File: src/rtl/mips_bus_arbiter.sv
// mips_bus_arbiter
//   Shares the CPU's single Avalon-MM bus between the instruction-fetch
//   master (i_*) and the load/store data master (d_*). One owner at a time;
//   the grant is held until the owner's transfer completes (request high
//   with waitrequest low at the clock edge).
//
// Ports
//   clk, reset         : clock, asynchronous active-low reset
//   i_address/i_read   : fetch request;  i_waitrequest/i_readdata back to fetch
//   d_address/d_read/d_write/d_writedata/d_byteenable : data request
//   d_waitrequest/d_readdata : back to data master
//   address/read/write/writedata/byteenable : to bus
//   waitrequest/readdata : from bus
//   owner              : 0 = none, 1 = fetch, 2 = data
module mips_bus_arbiter #(
    parameter bit DATA_PRIORITY = 1'b1
) (
    input  logic        clk,
    input  logic        reset,
    input  logic [31:0] i_address,
    input  logic        i_read,
    output logic        i_waitrequest,
    output logic [31:0] i_readdata,
    input  logic [31:0] d_address,
    input  logic        d_read,
    input  logic        d_write,
    input  logic [31:0] d_writedata,
    input  logic [3:0]  d_byteenable,
    output logic        d_waitrequest,
    output logic [31:0] d_readdata,
    output logic [31:0] address,
    output logic        read,
    output logic        write,
    output logic [31:0] writedata,
    output logic [3:0]  byteenable,
    input  logic        waitrequest,
    input  logic [31:0] readdata,
    output logic [1:0]  owner
);

    typedef enum logic [1:0] {
        IDLE  = 2'd0,
        OWN_I = 2'd1,
        OWN_D = 2'd2
    } state_t;

    state_t r_state;
    state_t w_next;
    logic   r_last_d;       // 1: data port was the most recent completer
    logic   w_last_d_next;
    logic   w_i_req;
    logic   w_d_req;

    assign w_i_req = i_read;
    assign w_d_req = d_read | d_write;

    assign owner      = r_state;
    assign i_readdata = readdata;
    assign d_readdata = readdata;

    always_ff @(posedge clk or negedge reset) begin
        if (!reset) begin
            r_state  <= IDLE;
            r_last_d <= 1'b1;
        end else begin
            r_state  <= w_next;
            r_last_d <= w_last_d_next;
        end
    end

    always_comb begin
        w_next        = r_state;
        w_last_d_next = r_last_d;
        address       = '0;
        read          = 1'b0;
        write         = 1'b0;
        writedata     = '0;
        byteenable    = '0;
        i_waitrequest = 1'b1;
        d_waitrequest = 1'b1;

        case (r_state)
            IDLE: begin
                if (w_i_req && w_d_req) begin
                    if (DATA_PRIORITY)
                        w_next = OWN_D;
                    else
                        w_next = r_last_d ? OWN_I : OWN_D;
                end else if (w_i_req) begin
                    w_next = OWN_I;
                end else if (w_d_req) begin
                    w_next = OWN_D;
                end
            end

            OWN_I: begin
                address       = i_address;
                read          = i_read;
                byteenable    = '1;
                i_waitrequest = waitrequest;
                if (!w_i_req) begin
                    // Request withdrawn mid-transfer: release without
                    // crediting the fetch port in the round-robin history.
                    w_next = IDLE;
                end else if (!waitrequest) begin
                    w_last_d_next = 1'b0;
                    w_next        = w_d_req ? OWN_D : IDLE;
                end
            end

            OWN_D: begin
                address       = d_address;
                read          = d_read & ~d_write;  // write wins if both set
                write         = d_write;
                writedata     = d_writedata;
                byteenable    = d_byteenable;
                d_waitrequest = waitrequest;
                if (!w_d_req) begin
                    w_next = IDLE;
                end else if (!waitrequest) begin
                    w_last_d_next = 1'b1;
                    w_next        = w_i_req ? OWN_I : IDLE;
                end
            end

            default: begin
                w_next = IDLE;
            end
        endcase
    end

endmodule
File: config.mk
export PLATFORM = sky130hd
export DESIGN_NAME = mips_bus_arbiter
export DESIGN_NICKNAME = d
export VERILOG_FILES = /design/src/rtl/mips_bus_arbiter.sv
export SDC_FILE = /design/constraint.sdc
export NUM_CORES = 1
export LEC_CHECK = 0
export CAP_MARGIN = 20
export CORE_AREA = 2 2 108 110
export DETAILED_ROUTE_END_ITERATION = 6
export DIE_AREA = 0 0 110 112
export HOLD_SLACK_MARGIN = 0.15
export PLACE_DENSITY = 0.64
export SYNTH_ARGS = -nofsm -noshare
export SYNTH_HDL_FRONTEND = slang
export SYNTH_SLANG_ARGS = --single-unit
File: constraint.sdc
create_clock -name clk -period 1.31 [get_ports clk]
set_input_delay 0.262 -clock clk [delete_from_list [all_inputs] [get_ports clk]]
set_output_delay 0.262 -clock clk [all_outputs]
set_load 0.02 [all_outputs]
==> reports/results.tsv <==
metric	value	unit
ir_worst_vdd	799.9	uV
synth_area	1475	um2
avgSynthCellArea	7.025	um2
regToRegSetupSlack	-360	ps
crit_top_cell	buf_6	
drt_iter0_drc	42	
grt_max_degree	24	
timing.rr.start	owner[0]	
placedInstanceArea	3538	um2
critPathMaxStageDelay	400	ps
layout-drive-gt1-share	0.6581	
wl_per_cell	16.75	um
final_core_util	0.3794	
antenna_found_initial	0	
seq_area_frac_synth	0.03393	
crit_chain	buf_6, ha_4, buf_12, buf_16, a22oi_2, nor2b_4, buf_6	
outcome	finished with violations	
hp-class	input port to asynchronous set/reset pin	
largest_reg_flops	2	
cts_buffers	3	
root_buffer	clkbuf_16	
num_rows	39	
cp.arrival	1600	ps
finalNetCount	496	
htreeDepth	1	
antenna_left	0	
boundaryPins	276	
worstMarginPinSlew	207.9	ps
multiInputGateArea	1465	um2
ys_ff_latch	2	
cts_sinks	2	
r2r_end	owner[0]	
drcViolationCount	0	
final.period_utilization	1.422	
tns	-33760	ps
crit_type	flip-flop to output port	
design.die.area	12320	um2
crit_required	1050	ps
synth-async-reset-ratio	1.000	
viasPerCell	4.036	
drv_cap	0	
crit_path_end_kind	output port	
ys.flop_type	dfrtp_1	
start_util	0.1320	
powerDensity	2420	nW/um2
setup_viol	74	
startpoint	owner[0]	
gp_congestion	0.7222	
cts_tree	done	
diodes	0	
syn_to_final_growth	187.4	%
finalWorstSetupSlack	-552.6	ps
cts.path.max_buffers	2	
violations	setup timing	
path_max_fanout	6	
post-synth-top-count-cell	buf_4	
grt_overflow	0	
synth_cell_types	22	
yosys_warnings	0	
port_buffers	179	
netlist_top_cells_area	buf_4 (33%), a22oi_1 (16%), nor2b_1 (16%)	
grt_pass1_wl	11560	um
grt_usage	0.1253	
wirelength	8276	um
clock_skew	0.5320	ps
fp.coreArea	11170	um2
grt_pass1_vias	2165	
insertion_delay	220	ps
die-width	110	um
rr_worst_depth	8	
slew_headroom	0.8614	
seq_area	52.55	um2
hold_violations	0	
holdWs	216.7	ps
synth_edf_count	0	
synth_top_area_cell	buf_4	
slew_violations	0	
post-dp-hpwl	5697	um
syn_inst	210	
num-fill-cells	1105	
fin_crit	1863	ps
synth_fp_nets	353	
power.leakage	1.705	nW
cp_slowest_cell	dfrtp_2	
synthTopCellsByCount	buf_4 (64), nor2b_1 (37), and2_1 (34)	
die_h	112	um
vias	1994	
cts.clk_slew.worst_paths	30	ps
rsz0062_at_grt	true	
synth_top_area_share	0.3257	
stdcell_area	4239	um2
first_pass_iters	4	
fmax	0.5369	GHz
start_kind	flip-flop	
report_power, final:
group | internal (mW) | leakage [nW] | total, mW | switching [mW]
registers | 0.0996 | 0.0229 | 0.144 | 0.0441
logic | 5.59 | 1.65 | 9.66 | 4.07
clock network | 0.388 | 0.0370 | 0.456 | 0.0677
total | 6.08 | 1.71 | 10.3 | 4.18
cells by family (layout without fill, tap and decap cells):
kind of cell | Yosys count | in the layout | synth area share
and+or+nand+nor | 80 | 80 | 0.3367
DFF | 2 | 2 | 0.03393
AOI/OAI and AO/OA | 41 | 41 | 0.2036
buffers and inverters | 81 | 222 | 0.3757
muxes | 1 | 1 | 0.007633
adders and majority gates | 5 | 5 | 0.04241
per-layer routing:
metal / GRT usage / wire [um] / vias to the layer above
li1: - / - / 929
met1: 0.1159 / 2534 / 914
met2: 0.2609 / 4697 / 125
met3: 0.02342 / 803 / 26
met4: 0.03966 / 241 / 0
met5: 0 / 0 / -
worst max-delay path: cells and delay by family (launching register included):
| kind | cells | cell delay (ps) |
|---|---|---|
| buf+inv | 4 | 530 |
| simple gates | 1 | 60 |
| fa+ha+maj | 1 | 180 |
| flops | 1 | 400 |
| compound gates | 1 | 200 |
per-stage QoR:
| stage | setup WS (ps) | power, mW | std cells |
|---|---|---|---|
| floorplan | -232.6 | 5.237 | 210 |
| global placement | -753.8 | 7.388 | 467 |
| detailed placement | -764.6 | 7.451 | 467 |
| CTS | -582.1 | 10.75 | 494 |
| global route | -597.2 | 10.85 | 494 |
| finish | -552.6 | 10.26 | 494 |
what timing repair did:
action	4_1_cts	5_1_grt
cloned	10	0
pin swaps	26	13
buffers inserted	14	5
setup endpoints to repair	76	75
hold buffers	0	0
gates resized for setup	463	15
how the worst max path moves through the flow:
| stage | endpoint | slack, ps | cells after the start |
|---|---|---|---|
| final | address[9] | -550 | 7 |
| after global routing | address[31] | -600 | 7 |
| after CTS | address[23] | -580 | 7 |
| after detailed placement | address[26] | -760 | 6 |
| after global placement | address[26] | -750 | 6 |
| after floorplan | read | -230 | 6 |
layout make-up:
type / count / share of cell area
clock buffers: 3 / 0.01771
inverters: 2 / 0.002361
well taps: 143 / 0.04221
multi-input cells: 127 / 0.3456
flip-flops and latches: 2 / 0.01240
repair buffers: 217 / 0.5797
placed cells by master, fill, tap and decap left out, types with 2 or more instances in the layout:
| cell type | count |
|---|---|
| buf_4 | 15 |
| nor2b_4 | 32 |
| nand3_1 | 2 |
| dfrtp_2 | 2 |
| ha_4 | 3 |
| buf_6 | 76 |
| a22oi_2 | 32 |
| buf_12 | 11 |
| ha_1 | 2 |
| a21oi_4 | 4 |
| and2_4 | 33 |
| buf_16 | 7 |
| clkbuf_16 | 3 |
| nor2b_2 | 4 |
| clkdlybuf4s50_1 | 105 |
| buf_2 | 2 |
Note: power is estimated with default switching activity, not from simulation.
